===== src/rtl/display_scan_ctrl.sv =====
// display_scan_ctrl
//
// Scan controller for a 4-digit multiplexed seven-segment display. Each
// digit owns one slot of REFRESH_DIV cycles. The first BLANK_CYCLES cycles
// of a slot keep every digit dark, which gives break-before-make and stops
// ghosting. The remaining cycles show the digit. New values are
// double-buffered in a shadow register. They are copied into the display
// register only when digit 0 is about to be shown, so a frame never mixes
// old and new digits.
//
// Ports:
//   clk        system clock
//   rst        asynchronous, active-high reset
//   en         scan enable; 0 holds the display dark
//   load       one-cycle strobe that captures bcd_in/dp_in
//   bcd_in     four BCD nibbles, [3:0] is digit 0 (rightmost)
//   dp_in      decimal-point bit per digit
//   lz_en      enables leading-zero blanking
//   cntrl      digit index for the digit decoder
//   bcd_out    nibble of the current digit for the segment encoder
//   dp_out     decimal point of the current digit
//   blank      1 forces all digit enables inactive
//   ack        one-cycle pulse: the loaded value is now being displayed
//   frame_done one-cycle pulse at each 3->0 digit wrap
module display_scan_ctrl #(
  parameter int REFRESH_DIV  = 50000,
  parameter int BLANK_CYCLES = 500
) (
  input  logic        clk,
  input  logic        rst,
  input  logic        en,
  input  logic        load,
  input  logic [15:0] bcd_in,
  input  logic [3:0]  dp_in,
  input  logic        lz_en,
  output logic [1:0]  cntrl,
  output logic [3:0]  bcd_out,
  output logic        dp_out,
  output logic        blank,
  output logic        ack,
  output logic        frame_done
);

  localparam logic [19:0] BLANK_LAST = 20'(BLANK_CYCLES - 1);
  localparam logic [19:0] SLOT_LAST  = 20'(REFRESH_DIV - 1);

  typedef enum logic [1:0] {
    ST_IDLE  = 2'd0,
    ST_BLANK = 2'd1,
    ST_SHOW  = 2'd2
  } state_t;

  state_t      state_q, state_d;
  logic [19:0] cnt_q, cnt_d;
  logic [1:0]  idx_q, idx_d;
  logic [15:0] shadow_bcd_q, shadow_bcd_d;
  logic [3:0]  shadow_dp_q, shadow_dp_d;
  logic        pending_q, pending_d;
  logic [15:0] disp_bcd_q, disp_bcd_d;
  logic [3:0]  disp_dp_q, disp_dp_d;
  logic [1:0]  cntrl_q, cntrl_d;
  logic [3:0]  bcd_out_q, bcd_out_d;
  logic        dp_out_q, dp_out_d;
  logic        blank_q, blank_d;
  logic        ack_q, ack_d;
  logic        frame_done_q, frame_done_d;
  logic        boundary;

  // Select the nibble for a given digit index.
  function automatic logic [3:0] pick_nibble(input logic [15:0] v, input logic [1:0] i);
    logic [3:0] n;
    case (i)
      2'd0:    n = v[3:0];
      2'd1:    n = v[7:4];
      2'd2:    n = v[11:8];
      default: n = v[15:12];
    endcase
    return n;
  endfunction

  // A digit is a leading zero when it and every more-significant digit are
  // zero. Digit 0 always stays visible so a value of zero still shows "0".
  function automatic logic lz_blanked(input logic [15:0] v, input logic [1:0] i);
    logic b;
    case (i)
      2'd3:    b = (v[15:12] == 4'h0);
      2'd2:    b = (v[15:8] == 8'h00);
      2'd1:    b = (v[15:4] == 12'h000);
      default: b = 1'b0;
    endcase
    return b;
  endfunction

  // Next-state logic. It first decides where the scan goes next: slot
  // counter, digit index and state. From that it knows whether this edge is
  // a frame boundary, meaning entry into digit-0 BLANK. At a boundary the
  // display register may take a new value. That value comes straight from
  // bcd_in when a load coincides with the boundary, otherwise from the
  // shadow. Every output is then computed from the *next* index and display
  // value, so the registered outputs already show the new digit in the
  // first BLANK cycle.
  always_comb begin
    state_d      = state_q;
    cnt_d        = cnt_q;
    idx_d        = idx_q;
    shadow_bcd_d = shadow_bcd_q;
    shadow_dp_d  = shadow_dp_q;
    pending_d    = pending_q;
    disp_bcd_d   = disp_bcd_q;
    disp_dp_d    = disp_dp_q;
    ack_d        = 1'b0;
    frame_done_d = 1'b0;
    boundary     = 1'b0;

    case (state_q)
      ST_IDLE: begin
        cnt_d = 20'd0;
        idx_d = 2'd0;
        if (en) begin
          state_d  = ST_BLANK;
          boundary = 1'b1;
        end
      end
      ST_BLANK: begin
        if (!en) begin
          state_d = ST_IDLE;
          cnt_d   = 20'd0;
          idx_d   = 2'd0;
        end else begin
          cnt_d = cnt_q + 20'd1;
          if (cnt_q == BLANK_LAST) begin
            state_d = ST_SHOW;
          end
        end
      end
      ST_SHOW: begin
        if (!en) begin
          state_d = ST_IDLE;
          cnt_d   = 20'd0;
          idx_d   = 2'd0;
        end else if (cnt_q == SLOT_LAST) begin
          state_d = ST_BLANK;
          cnt_d   = 20'd0;
          idx_d   = idx_q + 2'd1;
          if (idx_q == 2'd3) begin
            boundary     = 1'b1;
            frame_done_d = 1'b1;
          end
        end else begin
          cnt_d = cnt_q + 20'd1;
        end
      end
      default: begin
        state_d = ST_IDLE;
        cnt_d   = 20'd0;
        idx_d   = 2'd0;
      end
    endcase

    // While idle nothing is on screen, so a load may go straight to the
    // display register without tearing a frame.
    if (boundary || state_q == ST_IDLE) begin
      if (load) begin
        disp_bcd_d = bcd_in;
        disp_dp_d  = dp_in;
        pending_d  = 1'b0;
        ack_d      = 1'b1;
      end else if (boundary && pending_q) begin
        disp_bcd_d = shadow_bcd_q;
        disp_dp_d  = shadow_dp_q;
        pending_d  = 1'b0;
        ack_d      = 1'b1;
      end
    end else if (load) begin
      shadow_bcd_d = bcd_in;
      shadow_dp_d  = dp_in;
      pending_d    = 1'b1;
    end

    cntrl_d   = idx_d;
    bcd_out_d = pick_nibble(disp_bcd_d, idx_d);
    dp_out_d  = disp_dp_d[idx_d];
    blank_d   = (state_d == ST_SHOW) ? (lz_en && lz_blanked(disp_bcd_d, idx_d)) : 1'b1;
  end

  // State and output registers. Reset leaves the display dark, with blank
  // high and both the display and shadow buffers cleared.
  always_ff @(posedge clk or posedge rst) begin
    if (rst) begin
      state_q      <= ST_IDLE;
      cnt_q        <= 20'd0;
      idx_q        <= 2'd0;
      shadow_bcd_q <= 16'h0000;
      shadow_dp_q  <= 4'h0;
      pending_q    <= 1'b0;
      disp_bcd_q   <= 16'h0000;
      disp_dp_q    <= 4'h0;
      cntrl_q      <= 2'd0;
      bcd_out_q    <= 4'h0;
      dp_out_q     <= 1'b0;
      blank_q      <= 1'b1;
      ack_q        <= 1'b0;
      frame_done_q <= 1'b0;
    end else begin
      state_q      <= state_d;
      cnt_q        <= cnt_d;
      idx_q        <= idx_d;
      shadow_bcd_q <= shadow_bcd_d;
      shadow_dp_q  <= shadow_dp_d;
      pending_q    <= pending_d;
      disp_bcd_q   <= disp_bcd_d;
      disp_dp_q    <= disp_dp_d;
      cntrl_q      <= cntrl_d;
      bcd_out_q    <= bcd_out_d;
      dp_out_q     <= dp_out_d;
      blank_q      <= blank_d;
      ack_q        <= ack_d;
      frame_done_q <= frame_done_d;
    end
  end

  assign cntrl      = cntrl_q;
  assign bcd_out    = bcd_out_q;
  assign dp_out     = dp_out_q;
  assign blank      = blank_q;
  assign ack        = ack_q;
  assign frame_done = frame_done_q;

endmodule


===== config.mk =====
export PLATFORM = sky130hd
export DESIGN_NAME = display_scan_ctrl
export DESIGN_NICKNAME = d
export VERILOG_FILES = /design/src/rtl/display_scan_ctrl.sv
export SDC_FILE = /design/constraint.sdc
export NUM_CORES = 1
export LEC_CHECK = 0
export ABC_AREA = 1
export CAP_MARGIN = 20
export CORE_MARGIN = 4
export CORE_UTILIZATION = 30
export DETAILED_ROUTE_END_ITERATION = 12
export DONT_BUFFER_PORTS = 1
export PLACE_DENSITY = 0.54
export RECOVER_POWER = 25
export SLEW_MARGIN = 20
export SYNTH_ARGS = -nofsm -noshare
export SYNTH_HDL_FRONTEND = slang
export SYNTH_SLANG_ARGS = --single-unit

===== constraint.sdc =====
create_clock -name clk -period 3.6 [get_ports clk]
set_input_delay 0.72 -clock clk [delete_from_list [all_inputs] [get_ports clk]]
set_output_delay 0.72 -clock clk [all_outputs]
set_load 0.01 [all_outputs]

### Word-level counts from Yosys, hierarchy flattened

Index checks and enable logic that the tools add are counted.

| word-level totals | value |
|---|---|
| logic and storage cells | 76 |
| bits in registers | 73 |
| output and inout port bits | 10 |

| cells by class | value |
|---|---|
| multiplexer cells | 38 |
| bitwise gates (word level) | 1 |
| eq/ne operators | 9 |
| order comparisons | 1 |
| reductions and logical operators | 12 |
| add/subtract/negate cells | 2 |

Operators by type and width:

| cell | number |
|---|---|
| 2-to-1 mux 20 bit | 3 |
| 2-to-1 mux 16 bit | 3 |
| one-hot mux 20 bit (2 select lines) | 1 |
| adder 20 x 1 -> 20 bit (second input constant) | 1 |
| == test 20 x 16 -> 1 bit (second input constant) | 1 |
| == test 20 x 9 -> 1 bit (second input constant) | 1 |
| 2-to-1 mux 2 bit | 8 |
| 2-to-1 mux 1 bit | 14 |
| logical NOT 12 bit | 1 |
| 2-to-1 mux 4 bit | 3 |
| one-hot mux 4 bit (3 select lines) | 1 |
| == test 2 bit (second input constant) | 5 |
| logical NOT 8 bit | 1 |
| one-hot mux 2 bit (3 select lines) | 1 |
| == test 2 x 1 -> 1 bit (second input constant) | 2 |
| logical NOT 2 bit | 2 |
| logical NOT 4 bit | 1 |
| one-hot mux 2 bit (2 select lines) | 1 |
| AND reduction 2 bit | 2 |
| nonzero test 2 bit | 2 |
| < comparator 2 x 3 -> 1 bit (second input constant) | 1 |
| one-hot mux 1 bit (3 select lines) | 1 |
| adder 2 x 1 -> 2 bit (second input constant) | 1 |
| binary-select mux 1 bit (select 2 bit) | 1 |
| 4 further kinds | 5 |

### Depth between registers and ports, before layout

| logic depth | value |
|---|---|
| depth in word-level cells | 13 |
| mapped depth | 18 |
| gate-level depth less buffers | 16 |

### Worst setup path after synthesis

OpenSTA, ideal clock, no wires.

| timing | value |
|---|---|
| path type | input to register |
| start point | in en |
| end point | reg shadow_bcd_q[15] |
| cell stages on the path | 8 |
| path buffers | 1 |
| arrival time | 1.933 ns |
| library setup time | 0.125 ns |
| setup slack | 1.542 ns |
| cells stage by stage | inv_1 nor2_1 nand4_4 nand2_1 inv_1 nand2_2 buf_2 mux2_2 |

| between the ends | value |
|---|---|
| cells in the longest elaborated chain, start to end | 5 |

Ends and longest elaborated chain:

| element | RTL line | text |
|---|---|---|
| start, declared | 31 | `input logic en,` |
| 2-to-1 mux 1 bit, on equally long branches | 137, 119 |  |
| one-hot mux 1 bit (2 select lines) (*) | 115 | `case (state_q)` |
| logical OR 1 bit (*) | 162 | `if (boundary \|\| state_q == ST_IDLE) begin` |
| NOT 1 bit (no line) (*) | -- |  |
| AND reduction 2 bit (no line) (*) | -- |  |
| end signal, assigned | 208 | `shadow_bcd_q <= shadow_bcd_d;` |
| end, declared | 56 | `logic [15:0] shadow_bcd_q, shadow_bcd_d;` |

Every way passes the cells marked *; elsewhere a longest branch is shown, timed or not.
A chain may end at the register's enable or synchronous reset.

### Worst setup path after layout

| timing | value |
|---|---|
| start point | reg state_q[0] |
| end point | reg blank_q (netlist: blank) |

| between the ends | value |
|---|---|
| cells in the longest elaborated chain, start to end | 10 |

Ends and longest elaborated chain:

| element | RTL line | text |
|---|---|---|
| start, declared | 53 | `state_t state_q, state_d;` |
| start signal, assigned | 205 | `state_q <= state_d;` |
| == test 2 bit or logical NOT 2 bit (tied branches) | 115, 162 |  |
| one-hot mux 1 bit (2 select lines) | 115 |  |
| logical AND 1 bit | 168 | `end else if (boundary && pending_q) begin` |
| 2-to-1 mux 16 bit | 168 |  |
| 2-to-1 mux 16 bit | 163 | `if (load) begin` |
| 2-to-1 mux 16 bit (*) | 162 |  |
| via disp_bcd_d[13] | 59 | `logic [15:0] disp_bcd_q, disp_bcd_d;` |
| logical NOT 12 bit, or another cell as far along | 88 | `2'd1: b = (v[15:4] == 12'h000);` |
| one-hot mux 1 bit (3 select lines) (*) | 85 | `case (i)` |
| logical AND 1 bit (*) | 183 | `blank_d = (state_d == ST_SHOW) ? (lz_en && lz_blanked(disp_bcd_d, idx_d)) : 1'b1;` |
| 2-to-1 mux 1 bit (*) | 183 |  |
| via blank_d | 64 | `logic blank_q, blank_d;` |
| end signal, assigned | 216 | `blank_q <= blank_d;` |
| end, declared | 64 |  |

The timed path passes the listed nets; every way through them passes the cells marked *.

==> results.sh <==
export IMPL_cts_max_level=3
export IMPL_syn_nets=479
export IMPL_numCtsBuffers=9
export IMPL_worstMarginPinSlew_ns=1.30
export IMPL_clk_insertion_delay_late_ns=0.33
export IMPL_synth_edf_count=0
export IMPL_hold_viol_final=0
export IMPL_grt_pass1_vias=2824
export IMPL_holdWs_ns=0.460
export IMPL_syn2layout_area_growth_pct=11.7
export IMPL_synth_area_sq_um=3730
export IMPL_synth_top_family_by_area="simple AND/OR/NAND/NOR gates"
export IMPL_cts_sinks=73
export IMPL_p_leak_nw=1.92
export IMPL_grt_pass1_wl_um=14600
export IMPL_grt_max_degree=41
export IMPL_root_buffer="clkbuf_16"
export IMPL_final_setup_tns_ns=0
export IMPL_fin_crit_sh_pct=73.0
export IMPL_path_max_fanout=21
export IMPL_p_comb_share_pct=25.2
export IMPL_peakVddDrop_v=0.000214
export IMPL_io_buffers=0
export IMPL_powerDensity_nw_per_um2=672
export IMPL_criticalPathCategory="flip-flop to flip-flop"
export IMPL_dp_hpwl_um=6290
export IMPL_slew_violations=0
export IMPL_arrival_ns=2.90
export IMPL_rsz0062_at_grt="no"
export IMPL_ys_flop_type="dfrtp_1"
export IMPL_synthDistinctLibCells=36
export IMPL_drt_drc_violations_left=0
export IMPL_slew_headroom_pct=13.0
export IMPL_holdBufCountCts=0
export IMPL_r2r_slack_ns=0.97
export IMPL_wl_um=8560
export IMPL_n_antenna_cell=0
export IMPL_drive_gt1_share_pct=12.4
export IMPL_p_clk_share_pct=31.1
export IMPL_synthAdderAreaFrac_pct=2.01
export IMPL_drt_pass1_iter_count=4
export IMPL_die_w_um=120
export IMPL_power_mw=2.80
export IMPL_gp_congestion=0.816
export IMPL_synth_area_per_cell_sq_um=8.33
export IMPL_die_area_sq_um=14300
export IMPL_start_util_pct=30.8
export IMPL_period_needed_ns=2.63
export IMPL_hold_class="flip-flop to flip-flop"
export IMPL_ys_seq_area_share_pct=49.0
export IMPL_rows=40
export IMPL_fmax_ghz=0.381
export IMPL_switchingPower_mw=0.908
export IMPL_boundaryPins=35
export IMPL_antenna_left=0
export IMPL_cts_path_max_buffers=2
export IMPL_setup_viol=0
export IMPL_core_area_sq_um=12100
export IMPL_cts_resized=0
export IMPL_viasPerCell=4.60
export IMPL_finClkSkew_ns=0.0103
export IMPL_maxCapViolCount=0
export IMPL_cts_tree="built"
export IMPL_antenna_found_initial=0
export IMPL_synthCells=448
export IMPL_wl_per_cell_um=13.8
export IMPL_synth_compound_area_share_pct=7.71
export IMPL_fin_nets=479
export IMPL_cts_setup_buffers=0
export IMPL_vias=2856
export IMPL_synthMuxAreaShare_pct=3.92
export IMPL_synth_warning_count=0
export IMPL_drt_first_iter_violations=236
export IMPL_grt_overflow=0
export IMPL_synth_simple_area_share_pct=29.6
export IMPL_worstSetupEndpointType="flip-flop"
export IMPL_die_h_um=120
export IMPL_async_reset_ff_share_pct=100
export IMPL_seqPwrFrac_pct=43.8
export IMPL_status="completed"
export IMPL_p_int_mw=1.89
export IMPL_critPathRequiredTime_ns=3.87
export IMPL_clkSlewWorstSetupHoldPaths_ns=0.06
export IMPL_synthXorXnorAreaFrac_pct=1.17
export IMPL_worstSetupStartpointType="flip-flop"
export IMPL_fin_cells=621
export IMPL_swShare_pct=32.4
export IMPL_grtUsageTotal_pct=12.8
export IMPL_synth_seq_cells=73
export IMPL_dp_cells=605
[state kept, by name, indices dropped and copies added (netlist names), 2 cells and up]
register and flops:
state_q 2, shadow_bcd_q 16, cntrl 2, shadow_dp_q 4, bcd_out 4, cnt_q 20, disp_dp_q 4, disp_bcd_q 16
[layout by cell type (no fill, tap or decap), types with 4 or more instances in the layout]
| cell type | n |
|---|---|
| nand2_1 | 125 |
| dfrtp_1 | 72 |
| nor2_1 | 50 |
| inv_1 | 44 |
| o21ai_0 | 21 |
| nand2_2 | 17 |
| mux2_2 | 13 |
| nand3_1 | 13 |
| nor3_1 | 13 |
| nand4_1 | 10 |
| clkbuf_16 | 9 |
| a21oi_1 | 8 |
| o22ai_1 | 7 |
| a22o_1 | 6 |
| ha_1 | 6 |
| nand3b_1 | 4 |
| clkbuf_1 | 4 |
[logic make-up (layout without fill, tap and decap cells)]
group | Yosys count | count (layout)
AND/OR/NAND/NOR | 243 | 243
multiplexers | 13 | 13
adder cells (fa/ha/maj) | 6 | 6
AO/OA/AOI/OAI | 48 | 48
XOR/XNOR | 5 | 5
buffers and inverters | 60 | 65
flip-flops | 73 | 73
[layout make-up]
class	instances	area, sq um
Timing Repair Buffer	2	12.5
Sequential cell	73	1830
Fill cell	1274	7940
Clock buffer	13	240
Multi-Input combinational cell	315	1660
Tap cell	168	210
Inverter	47	176
Clock inverter	3	43.8
[final timing paths]
path | from | endpoint | cells past startpoint
setup / recovery | state_q[0]$_DFF_PP0_ | blank$_DFF_PP1_ | 15
hold / removal | cnt_q[0]$_DFF_PP0_ | cnt_q[0]$_DFF_PP0_ | 1
setup reg to reg | state_q[0]$_DFF_PP0_ | blank$_DFF_PP1_ | 15
hold reg to reg | cnt_q[0]$_DFF_PP0_ | cnt_q[0]$_DFF_PP0_ | 1
max in group asynchronous | rst | disp_dp_q[2]$_DFF_PP0_ | 2
min in group asynchronous | rst | cnt_q[5]$_DFF_PP0_ | 1
[metal layers]
layer  vias up  routed length [um]  GRT usage [%]
li1       1440                   -              -
met3         8                 546           4.62
met5         -                   0              0
met2        53                3750           18.3
met4         0                 123           4.08
met1      1355                4150           18.1
[Yosys cell counts, types with 8 or more instances]
master	instances	area share, %
mux2_2	13	3.9
o21ai_0	21	2.8
nor2_1	50	5.0
a21oi_1	8	1.1
inv_1	44	4.4
nor3_1	13	1.7
nand2_1	125	13
dfrtp_1	72	48
nand4_1	10	1.7
nand3_1	13	1.7
nand2_2	17	2.9
[power groups by stage]
stage	logic, mW	registers, mW	clock network, mW
6_report	0.705	1.23	0.870
5_1_grt	0.806	1.25	0.921
4_1_cts	0.718	1.23	0.890
3_5_place_dp	0.713	1.24	0
3_3_place_gp	0.694	1.24	0
2_1_floorplan	0.589	1.20	0
[through the flow]
stage	setup WS [ns]	cell area, sq um	utilization, %
6_report	0.974	4170	34.4
5_1_grt	0.730	4170	34.4
4_1_cts	0.970	4180	34.5
3_5_place_dp	0.995	3900	32.2
3_3_place_gp	1.09	3900	32.2
2_1_floorplan	1.03	3730	-
[critical path, cell delays in order (launching register included)]
cell and delay [ns]:
dfrtp_1 0.42, inv_1 0.10, ha_1 0.21, nand2_1 0.09, nor2_1 0.20, nand4_4 0.14
nand2_1 0.19, buf_4 0.25, nand2_2 0.31, nand2_1 0.14, nand2_1 0.10, nor2_1 0.12
nand2_1 0.05, nor2_1 0.08, nand3_1 0.09, nand2_1 0.07
Power figures use the tool's default switching activity.
==> edit: new RTL, config.mk and constraints unchanged <==
Encoding of `state_t`: now one-hot (3 bits for 3 states).
--- a/src/rtl/display_scan_ctrl.sv
+++ b/src/rtl/display_scan_ctrl.sv
@@ -44,10 +44,10 @@
   localparam logic [19:0] BLANK_LAST = 20'(BLANK_CYCLES - 1);
   localparam logic [19:0] SLOT_LAST  = 20'(REFRESH_DIV - 1);
 
-  typedef enum logic [1:0] {
-    ST_IDLE  = 2'd0,
-    ST_BLANK = 2'd1,
-    ST_SHOW  = 2'd2
+  typedef enum logic [2:0] {
+    ST_IDLE  = 3'b001,
+    ST_BLANK = 3'b010,
+    ST_SHOW  = 3'b100
   } state_t;
 
   state_t      state_q, state_d;
Check against the original RTL: no difference found for any inputs over 10 cycles, from zero or initial values and one cycle with rst high; not proved beyond that.
==> edit against the original RTL <==
- first-iteration DRC count fell by 52%
- worst setup slack improved by 0.22 ns
- sequential cell count rose by 1
- synthesized area rose by 0.57%
- die area rose by 0.54%
- routed wire length fell by 2.5%
- synthesized cell count fell by 1.3%
- total power rose by 8.3%
- sequential share of layout area rose by 0.18 points
- critical path depth fell by 3
- design area rose by 1.0%
- hold slack improved by 0.0051 ns
- global-route usage fell by 0.37 points
==> edit: results (changes against the original RTL) <==
** GRT
- The via count of the first global-routing pass is 2840 (was 2824).
- The global-route wire length before repair came to 14300 um (was 14570 um).
- The maximum number of pins on one net before global-route repair is 29 (was 41).
- Global Route met2 Usage :: 18.19% (was 18.26%)
- The met3 usage came to 3.346% (was 4.618%).
- GRT Total Usage :: 12.44% (was 12.81%)
- The initial antenna violation count is 0 (unchanged).
- The met1 track demand over resource in global routing is 16.87% (was 18.09%).

** Routing
- The routed wirelength normalized by instance count is 13.57 um (was 13.79 um).
- The vias after detailed routing came to 2816 (was 2856).
- The count of routing violations after the opening detailed-route iteration was 114 (was 236).

** Setup path
- Worst EP arrival :: 2.63 ns (was 2.90 ns)
- The delay contributed by the slowest stage of the critical path was 0.37 ns (was 0.42 ns).
- The length in cells of the worst reg-to-reg path is 12 (was 15).

** Logic synthesis
- Top cells by area in the synthesized netlist: sky130_fd_sc_hd__dfrtp_1, sky130_fd_sc_hd__nand2_1, sky130_fd_sc_hd__inv_1 (was sky130_fd_sc_hd__dfrtp_1, sky130_fd_sc_hd__nand2_1, sky130_fd_sc_hd__nor2_1).
- Xor and xnor fraction of the mapped netlist area :: 1.400% (was 1.174%)
- The number of library cell types mapped by synthesis is 41 (was 36).
- Seq/Total Area, Yosys :: 49.42% (was 48.99%)
- The synthesized-area fraction occupied by adder cells was 0.6669% (was 2.012%).
- Share of cell area taken by muxes after synthesis :: 3.601% (was 3.924%)

** Min path
- Class of the tightest hold or removal check :: reg -> reg (unchanged)

** Cells and area
- Share of final-layout standard cells stronger than drive strength 1 :: 15.44% (was 12.36%)
- The final net count came to 469 (was 479).

** Timing
- Slew @ Worst Pin :: 1.402 ns (was 1.303 ns)

** Placement
- The global placement routability congestion is 0.8747 (was 0.8163).
- Final HPWL DP :: 6322 um (was 6291 um)

** Outcome
- Outcome: finished clean (unchanged).

** Power
- The leakage power summed over all cells came to 1.955 nW (was 1.924 nW).
- Max IR drop VDD :: 320.9 uV (was 214.3 uV)
edit: cell count changes after synthesis, sizes merged, moves of 3 or more:
cell	unedited run	this run
o21ai	22	19
a31oi	0	4
nand2	144	147
ha	6	2
nor2	53	44
a21oi	8	3
edit: worst max-delay path, delay by kind of cell, from the launching register on:
| family | cells | cell delay [ns] |
|---|---|---|
| compound gates | 1 | 0.31 |
| buf+inv | 2 | 0.31 |
| fa+ha+maj | 1 | 0.24 |
| simple gates | 8 | 1.05 |
| flops | 1 | 0.37 |
edit: routing by layer:
layer,part of all wire [%],wire length [um]
met4,3.2,266
met2,45,3740
met5,0,0
met1,48,3993
met3,4.2,348
edit: cells by family after synthesis:
family / count (synthesis)
and+or+nand+nor: 236
xor gates and xnor gates: 6
adders and majority gates: 2
muxes: 12
DFF: 74
AOI/OAI and AO/OA: 49
buffers and inverters: 63
edit: final timing paths:
path	startpoint	endpoint	slack, ns
setup / recovery	cnt_q[0]	dp_out	1.19
hold / removal	cnt_q[0]	cnt_q[0]	0.47
setup reg to reg	cnt_q[0]	dp_out	1.19
hold reg to reg	cnt_q[0]	cnt_q[0]	0.47
max in group asynchronous	rst	disp_bcd_q[7]	1.31
min in group asynchronous	rst	bcd_out[2]	0.49
edit: power breakdown:
part / internal (mW) / total, mW / switching, mW
sequential: 1.12 / 1.28 / 0.158
clock: 0.592 / 0.926 / 0.334
combinational: 0.313 / 0.831 / 0.518
total: 2.02 / 3.03 / 1.01
edit: area by class of cell:
cell class	instances	area (um^2)
clock inverter	4	48.80
fill	1280	7900
multi-input combinational	305	1628
inverter	49	185.2
timing repair buffer	3	18.77
sequential	74	1854
clock buffer	12	266.5
tap	168	210.2
edit: per-stage QoR:
stage          instance area (um^2)  setup WS, ns  cells
5_1_grt                        4212        0.8526    615
6_report                       4212         1.193    615
2_1_floorplan                  3752         1.002    442
3_5_place_dp                   3900         1.169    599
3_3_place_gp                   3900         1.204    599
4_1_cts                        4215         1.173    615
